<file path="config.mk">
export PLATFORM = sky130hd
export DESIGN_NAME = baud_gen_flat
export DESIGN_NICKNAME = d
export VERILOG_FILES = /design/src/rtl/baud_gen_if.sv /design/src/rtl/baud_gen.sv /design/src/flat_wrapper.sv
export SDC_FILE = /design/constraint.sdc
export NUM_CORES = 1
export LEC_CHECK = 0
export ABC_AREA = 0
export CORE_ASPECT_RATIO = 1.5
export CORE_UTILIZATION = 60
export DETAILED_ROUTE_END_ITERATION = 12
export GPL_TIMING_DRIVEN = 0
export PLACE_DENSITY = 0.79
export SLEW_MARGIN = 20
export SYNTH_ARGS = -nofsm -noshare
export SYNTH_HDL_FRONTEND = slang
export SYNTH_SLANG_ARGS = --single-unit
</file>
<file path="constraint.sdc">
create_clock -name clk -period 3.2 [get_ports clk]
set_clock_uncertainty 0.15 [all_clocks]
set_input_delay 0.32 -clock clk [delete_from_list [all_inputs] [get_ports clk]]
set_output_delay 0.32 -clock clk [all_outputs]
set_load 0.05 [all_outputs]
</file>
<file path="src/rtl/baud_gen_if.sv">
// Divisor/control handshake and tick outputs between the UART datapath and baud_gen.
interface baud_gen_if;
  logic [15:0] div_buf;
  logic        buf_rdy;
  logic        resync;
  logic        rx_en;
  logic        mid_en;
  logic        tx_en;
  logic        running;

  modport master (
    output div_buf, buf_rdy, resync,
    input  rx_en, mid_en, tx_en, running
  );

  modport slave (
    input  div_buf, buf_rdy, resync,
    output rx_en, mid_en, tx_en, running
  );
endinterface

</file>
<file path="src/rtl/baud_gen.sv">
// Baud-rate tick generator: programmable divisor down-counter producing oversample,
// mid-bit and bit ticks, with glitch-free divisor reload and receiver phase resync.
module baud_gen #(
  parameter int OVS = 16,
  parameter int MID = OVS / 2 - 1
) (
  input logic     clk,
  input logic     rst,
  baud_gen_if.slave bus
);
  localparam int SW = $clog2(OVS);
  localparam logic [SW-1:0] MID_SUB  = SW'(MID);
  localparam logic [SW-1:0] LAST_SUB = SW'(OVS - 1);

  typedef enum logic [0:0] {IDLE = 1'b0, RUN = 1'b1} state_t;

  state_t        state_r, state_s;
  logic [15:0]   act_div_r, act_div_s;
  logic [15:0]   pend_div_r, pend_div_s;
  logic          pend_vld_r, pend_vld_s;
  logic [15:0]   cnt_r, cnt_s;
  logic [SW-1:0] sub_r, sub_s;
  logic          rdy_d_r;
  logic          ld_s;
  logic          wrap_s;
  logic [15:0]   next_div_s;

  assign ld_s   = bus.buf_rdy & ~rdy_d_r;
  assign wrap_s = (state_r == RUN) && (cnt_r == 16'd0);

  // Divisor for a restart: a fresh load beats a pending one, which beats the active one.
  always_comb begin
    next_div_s = act_div_r;
    if (ld_s) begin
      next_div_s = bus.div_buf;
    end else if (pend_vld_r) begin
      next_div_s = pend_div_r;
    end else begin
      next_div_s = act_div_r;
    end
  end

  // Next-state logic for the IDLE/RUN controller and its counters.
  always_comb begin
    state_s    = state_r;
    act_div_s  = act_div_r;
    pend_div_s = pend_div_r;
    pend_vld_s = pend_vld_r;
    cnt_s      = cnt_r;
    sub_s      = sub_r;
    case (state_r)
      IDLE: begin
        if (ld_s && (bus.div_buf != 16'd0)) begin
          act_div_s  = bus.div_buf;
          cnt_s      = bus.div_buf - 16'd1;
          sub_s      = '0;
          pend_vld_s = 1'b0;
          state_s    = RUN;
        end else begin
          state_s = IDLE;
        end
      end
      RUN: begin
        if (bus.resync || wrap_s) begin
          pend_vld_s = 1'b0;
          if (bus.resync) begin
            sub_s = '0;
          end else begin
            sub_s = sub_r + SW'(1);
          end
          // A zero divisor stops the generator after the current period.
          if (next_div_s == 16'd0) begin
            state_s = IDLE;
            cnt_s   = 16'd0;
            sub_s   = '0;
          end else begin
            act_div_s = next_div_s;
            cnt_s     = next_div_s - 16'd1;
          end
        end else begin
          cnt_s = cnt_r - 16'd1;
          if (ld_s) begin
            pend_div_s = bus.div_buf;
            pend_vld_s = 1'b1;
          end else begin
            pend_vld_s = pend_vld_r;
          end
        end
      end
      default: begin
        state_s = IDLE;
      end
    endcase
  end

  // State and counter registers with synchronous reset.
  always_ff @(posedge clk) begin
    if (rst) begin
      state_r    <= IDLE;
      act_div_r  <= 16'd0;
      pend_div_r <= 16'd0;
      pend_vld_r <= 1'b0;
      cnt_r      <= 16'd0;
      sub_r      <= '0;
      rdy_d_r    <= 1'b0;
    end else begin
      state_r    <= state_s;
      act_div_r  <= act_div_s;
      pend_div_r <= pend_div_s;
      pend_vld_r <= pend_vld_s;
      cnt_r      <= cnt_s;
      sub_r      <= sub_s;
      rdy_d_r    <= bus.buf_rdy;
    end
  end

  assign bus.rx_en   = wrap_s;
  assign bus.mid_en  = wrap_s && (sub_r == MID_SUB);
  assign bus.tx_en   = wrap_s && (sub_r == LAST_SUB);
  assign bus.running = (state_r == RUN);
endmodule

</file>
<file path="src/flat_wrapper.sv">
// flat-port wrapper written by rule: the top's interface ports become plain ports
module baud_gen_flat 
#(
  parameter int OVS = 16,
  parameter int MID = OVS / 2 - 1
)
  (clk, rst, bus_div_buf, bus_buf_rdy, bus_resync, bus_rx_en, bus_mid_en, bus_tx_en, bus_running);
  baud_gen_if bus_i ();
  input logic clk;
  input logic rst;
  input wire logic [$bits(bus_i.div_buf)-1:0] bus_div_buf;
  input wire logic [$bits(bus_i.buf_rdy)-1:0] bus_buf_rdy;
  input wire logic [$bits(bus_i.resync)-1:0] bus_resync;
  output wire logic [$bits(bus_i.rx_en)-1:0] bus_rx_en;
  output wire logic [$bits(bus_i.mid_en)-1:0] bus_mid_en;
  output wire logic [$bits(bus_i.tx_en)-1:0] bus_tx_en;
  output wire logic [$bits(bus_i.running)-1:0] bus_running;
  assign bus_i.div_buf = bus_div_buf;
  assign bus_i.buf_rdy = bus_buf_rdy;
  assign bus_i.resync = bus_resync;
  assign bus_rx_en = bus_i.rx_en;
  assign bus_mid_en = bus_i.mid_en;
  assign bus_tx_en = bus_i.tx_en;
  assign bus_running = bus_i.running;
  baud_gen #(.OVS(OVS), .MID(MID)) u_core (.clk(clk), .rst(rst), .bus(bus_i));
endmodule
</file>
### After elaboration in Yosys (flattened, before gate mapping)

Index checks and enable logic that the tools add are counted.

* input bits: 20
* word-level logic and storage cells: 56
* bits in latches: 0
* bits in read-only memories: 0
* register bits: 55
* memory bits (writable): 0
* memories kept: 0

* shift-type cells: 0
* magnitude comparators: 0
* bitwise logic cells: 4
* mux-type cells: 23
* reductions and logical operators: 12
* multiply operators: 0
* equal/unequal tests: 6
* div/mod/pow operators: 0
* add/subtract/negate cells: 4

Operators with widths (count)
* $mux W16: 8
* $pmux W16 S2: 2
* $sub A16 B1 Y16 const B: 3
* $logic_not A16 Y1: 2
* $mux W4: 4
* $reduce_bool A16 Y1: 1
* $pmux W4 S2: 1
* $mux W1: 6
* $reduce_and A3 Y1: 2
* $add A4 B1 Y4 const B: 1
* $eq A4 B3 Y1 const B: 1
* $eq A4 B4 Y1 const B: 1
* $logic_and A1 B1 Y1: 4
* $ne A2 B2 Y1 const B: 2
* $pmux W1 S2: 2
* $reduce_and A2 Y1: 2
* $ne A3 B3 Y1 const B: 1
* $not A1 Y1: 3
* $ne A2 B1 Y1 const B: 1
* $and A1 B1 Y1: 1
* $logic_or A1 B1 Y1: 1

### Depth between registers and ports, before layout

Gate-level depths: netlist of the first run.

* depth in word-level cells: 7
* depth in mapped cells: 11
* mapped depth without buffers: 9

### Worst setup path before layout of the first run

OpenSTA, ideal clock, no wires.

* path kind: register to output
* start point: register u_core.cnt_r[4]
* end point: output bus_mid_en
* buffers on the path: 0
* cell stages (with the launch flop): 6
* slack: 0.099 ns
* data arrival time: 2.631 ns
* path through: dfxtp_1 -> or4_1 -> nor4_1 -> and2_1 -> nand3_1 -> nor2_1

* word-level cells in the longest chain between the ends: 3

RTL lines
* start: declaration: line baud_gen.sv:21 `logic [15:0] cnt_r, cnt_s;`
* start signal: assignment: line baud_gen.sv:111 `cnt_r <= cnt_s;`
* $logic_not A16 Y1: line baud_gen.sv:29 `assign wrap_s = (state_r == RUN) && (cnt_r == 16'd0);`
* $logic_and A1 B1 Y1: line baud_gen.sv:29
* via bus_rx_en: line flat_wrapper.sv:14 `output wire logic [$bits(bus_i.rx_en)-1:0] bus_rx_en;`
* $logic_and A1 B1 Y1: line baud_gen.sv:118 `assign bus.mid_en = wrap_s && (sub_r == MID_SUB);`
* end: declaration: line flat_wrapper.sv:15 `output wire logic [$bits(bus_i.mid_en)-1:0] bus_mid_en;`

The timed path passes the listed nets, and every way through them passes these cells.

### Worst setup path in the final report of the first run

* start point: input bus_div_buf[11]
* end point: register u_core.act_div_r[13]

* word-level cells in the longest chain between the ends: 4
* elaborated cells between the ends (all ways): 7
* classes of those cells: eq/ne: 2; mux: 1; reduce/logical: 4

RTL lines
* start: declaration: line flat_wrapper.sv:11 `input wire logic [$bits(bus_i.div_buf)-1:0] bus_div_buf;`
* $mux W16 or $reduce_bool A16 Y1 (tied branches): line baud_gen.sv:34, baud_gen.sv:53
* $logic_not A16 Y1 or $logic_and A1 B1 Y1 (tied branches): line baud_gen.sv:72, baud_gen.sv:53
* $ne A2 B2 Y1 (no line) or $ne A2 B1 Y1 (tied branches)
* $reduce_and A3 Y1 (no line) *
* end signal: assignment: line baud_gen.sv:108 `act_div_r <= act_div_s;`
* end: declaration: line baud_gen.sv:18 `logic [15:0] act_div_r, act_div_s;`

Mark *: on every way between the ends. The rest lies on a longest branch, timed or not.
A chain may end at the register's enable or synchronous reset.

==> results of run 1 <==
## final cells by class
cell class                 count  area [µm²]
buffer                        27         140
clock buffer                   6        82.6
clock inverter                 2        38.8
fill                         452        1630
inverter                       7        26.3
multi-input combinational    359        2480
sequential                    55        1100
tap                           72        90.1
timing repair buffer          26         236
## layout by cell type (no fill, tap or decap), types with 7 or more instances in the layout
master / count
sky130_fd_sc_hd__mux2i_2: 7
sky130_fd_sc_hd__nor2_1: 90
sky130_fd_sc_hd__a2111oi_1: 7
sky130_fd_sc_hd__mux2_2: 13
sky130_fd_sc_hd__clkdlybuf4s50_1: 14
sky130_fd_sc_hd__dfxtp_1: 55
sky130_fd_sc_hd__a211oi_1: 8
sky130_fd_sc_hd__a221oi_1: 11
sky130_fd_sc_hd__a2111oi_0: 7
sky130_fd_sc_hd__nor3_1: 17
sky130_fd_sc_hd__nand2_1: 23
sky130_fd_sc_hd__a21oi_1: 15
sky130_fd_sc_hd__xnor2_1: 26
sky130_fd_sc_hd__buf_4: 10
sky130_fd_sc_hd__inv_1: 7
sky130_fd_sc_hd__nand4_1: 8
sky130_fd_sc_hd__o21ai_0: 14
sky130_fd_sc_hd__nand3_1: 8
sky130_fd_sc_hd__mux2i_1: 23
sky130_fd_sc_hd__xor2_1: 12
sky130_fd_sc_hd__clkbuf_1: 17
## timing repair
action	4_1_cts	5_1_grt
resized for setup	12	15
buffers inserted	2	7
hold buffers	0	0
setup endpoints to repair	36	37
pin swaps	1	4
## power by group
group,switching [mW],internal (mW),leakage [nW]
Combinational,0.350,0.245,1.02
Clock,0.244,0.258,0.0618
Sequential,0.0459,0.739,0.452
## Yosys cell counts, types with 3 or more instances
cell / instances
sky130_fd_sc_hd__nor2_1: 91
sky130_fd_sc_hd__dfxtp_1: 55
sky130_fd_sc_hd__mux2i_1: 31
sky130_fd_sc_hd__xnor2_1: 26
sky130_fd_sc_hd__nand2_1: 23
sky130_fd_sc_hd__clkbuf_1: 18
sky130_fd_sc_hd__nor3_1: 17
sky130_fd_sc_hd__a21oi_1: 15
sky130_fd_sc_hd__o21ai_0: 14
sky130_fd_sc_hd__mux2_2: 13
sky130_fd_sc_hd__xor2_1: 12
sky130_fd_sc_hd__a221oi_1: 11
sky130_fd_sc_hd__nor4_1: 9
sky130_fd_sc_hd__a211oi_1: 8
sky130_fd_sc_hd__nand3_1: 8
sky130_fd_sc_hd__nand4_1: 8
sky130_fd_sc_hd__a2111oi_0: 7
sky130_fd_sc_hd__a2111oi_1: 7
sky130_fd_sc_hd__inv_1: 7
sky130_fd_sc_hd__ha_1: 6
sky130_fd_sc_hd__or3_1: 6
sky130_fd_sc_hd__buf_2: 5
sky130_fd_sc_hd__or4_1: 5
sky130_fd_sc_hd__or2_2: 4
sky130_fd_sc_hd__a21o_1: 3
sky130_fd_sc_hd__a31oi_1: 3
sky130_fd_sc_hd__buf_6: 3
sky130_fd_sc_hd__mux2_1: 3
sky130_fd_sc_hd__nor2b_1: 3
## cells by family after synthesis
kind of cell               Yosys count
and+or+nand+nor                    185
DFF                                 55
xor gates and xnor gates            38
muxes                               48
adders and majority gates            6
buffers and inverters               34
AOI/OAI and AO/OA                   82
## worst min path at each step
stage | startpoint | endpoint | slack, ns
6_report | bus_div_buf[2] | u_core.act_div_r[2] | 0.29
5_1_grt | bus_div_buf[10] | u_core.act_div_r[10] | 0.29
4_1_cts | bus_div_buf[7] | u_core.act_div_r[7] | 0.26
3_5_place_dp | u_core.sub_r[1] | u_core.sub_r[1] | 0.33
3_3_place_gp | u_core.sub_r[1] | u_core.sub_r[1] | 0.31
2_1_floorplan | bus_buf_rdy | u_core.rdy_d_r | 0.30
## per-layer routing
layer / wire (µm) / vias up / track usage [%]
li1: - / 1680 / -
met1: 4100 / 1722 / 37.4
met2: 5060 / 169 / 55.1
met3: 545 / 45 / 5.40
met4: 416 / 0 / 17.6
met5: 0 / - / 0
## critical path, cell delays in order
cell	delay (ns)
sky130_fd_sc_hd__clkdlybuf4s50_1	0.54
sky130_fd_sc_hd__or3_1	0.43
sky130_fd_sc_hd__or4_1	0.58
sky130_fd_sc_hd__o31a_1	0.39
sky130_fd_sc_hd__nand2_4	0.19
sky130_fd_sc_hd__clkbuf_4	0.24
sky130_fd_sc_hd__nor2_1	0.06
sky130_fd_sc_hd__a2111oi_1	0.38
## registers in the layout (all words and copies together) (netlist names)
register and cells:
u_core.pend_vld_r 1, u_core.act_div_r 16, u_core.bus.running 1, u_core.cnt_r 16, u_core.rdy_d_r 1, u_core.sub_r 4
u_core.pend_div_r 16
## metrics by stage
stage,power (mW),std cells
final,1.88,554
after global placement,1.32,537
after floorplan,1.19,448
after global routing,1.97,554
after detailed placement,1.33,537
after CTS,1.84,547
==> impl_metrics.tcl, run 1 <==
set metrics [dict create \
    outcome "finished clean" \
    grt_start_max_net_pins 18 \
    cts_made_buffers 5 \
    antenna_found_initial 0 \
    synthMuxAreaShare_pct 13.8 \
    boundary_pin_count 24 \
    place_area_um2 3900 \
    mappedNetlistArea_um2 3640 \
    drt_pass1_iterations 5 \
    globalplace.congestion 0.941 \
    setup_total_negative_slack_ns 0 \
    worst_setup_path_start_kind "primary input" \
    drt_iter0_drc 302 \
    async_flop_share_pct 0 \
    routed_wl_um 10100 \
    cts_max_level 2 \
    crit_type "primary input to flop" \
    synth-adder-area-share_pct 2.06 \
    rr_worst_depth 12 \
    postSynthRegisterBits 55 \
    layout_min_cycle_time_ns 3.08 \
    area_added_between_synthesis_and_finish_pct 15.1 \
    clkTransAtPathRegs_ns 0.10 \
    clockRootBuffer "sky130_fd_sc_hd__clkbuf_8" \
    power_per_cell_area_nw_per_um2 449 \
    synth_largest_area_cell "sky130_fd_sc_hd__dfxtp_1" \
    grt_use_total_pct 32.5 \
    critPathLaunch "bus_div_buf[11]" \
    arrival_ns 3.13 \
    final.setup.worst_slack_ns 0.123 \
    core_area_um2 5830 \
    synth_fp_nets 474 \
    syn-mean-instance-area_um2 8.13 \
    fin_worst_hold_slack_ns 0.290 \
    maxCapViolCount 0 \
    preCtsSetupSlack_ns -0.540 \
    worstPathMaxFanout 10 \
    synth.distinct_cells 50 \
    worst_ep_required_time_ns 3.25 \
    ff2ff_setup_slack_ns 0.15 \
    rsz0062_at_grt "yes" \
    routed_wire_length_per_instance_um 18.3 \
    fin_crit_sh_pct 96.1 \
    critPathCaptureType "flop" \
    insertion_delay_ns 0.32 \
    die-height_um 97.4 \
    fin_nets 507 \
    drc_errors 0 \
    layout.cell_area.non_filler_um2 4190 \
    tritoncts "built" \
    synth-compound-area-share_pct 16.5 \
    top_flip_flop_cell_by_instance_count_after_synthesis "sky130_fd_sc_hd__dfxtp_1" \
    n_antenna_cell 0 \
    avgViaCountPerCell 6.53 \
    antenna_violating_nets_post_route 0 \
    number_of_enable_flip_flop_cells_after_synthesis 0 \
    worstMarginPinSlew_ns 0.825 \
    via_count 3616 \
    ir_drop_worst_vdd_mv 0.321 \
    hold_violations 0 \
    synth_top_family_by_area "simple AND/OR/NAND/NOR gates" \
    p_leak_nw 1.53 \
    timing.critical_path.to "u_core.act_div_r[13]" \
    synth_top_area_share_pct 30.2 \
    worstReg2RegStart "u_core.pend_vld_r" \
    max_slew_margin_pct 44.2 \
    worst_r2r_endpoint "u_core.cnt_r[7]" \
    dieWidth_um 65.6 \
    synth_simple_gate_area_share_pct 23.8 \
    ys.warnings.count 0 \
    final-setup-viol-count 0 \
    synth.top_cells.by_area "sky130_fd_sc_hd__dfxtp_1 (30%), sky130_fd_sc_hd__nor2_1 (9.4%), sky130_fd_sc_hd__mux2i_1 (8.5%), sky130_fd_sc_hd__xnor2_1 (6.3%), sky130_fd_sc_hd__mux2_2 (4.0%)" \
    wire_length_of_the_first_global_routing_pass_um 16000 \
    grt-ovfl-total 0 \
    finalCoreUtilization_pct 72.0 \
    worst_hold_path_cell_count 3 \
    final_max_slew_viol_count 0 \
    fp-row-count 34 \
    dieArea_um2 6390 \
    achievable_clock_frequency_mhz 325 \
    floorplan.initialDensity_pct 62.5 \
    synth.yosys.seq_area_share_pct 30.2 \
    detailed_place_hpwl_um 7370 \
    share_of_final_layout_standard_cells_stronger_than_drive_strength_1_pct 13.5 \
    hold_path_class "primary input to flop" \
    numClockSinks 55 \
    cts_max_path_buffers 2 \
    post_synth_inst_count 448 \
    portBuffers 17 \
    synthXorXnorAreaFrac_pct 9.13 \
    first_global_vias 3343 \
]
Note: power is estimated with default switching activity, not from simulation.
==> run 2, diff against run 1 <==
- ABC_CLOCK_PERIOD_IN_PS: not set -> 3200
==> results of run 2 <==
No change in the layout: final DEF, timing and power equal those of run 1.
==> run 3, diff against run 2 <==
- SLEW_MARGIN: 20 -> not set
==> results of run 3 <==
No change in the layout: final DEF, timing and power equal those of run 1.
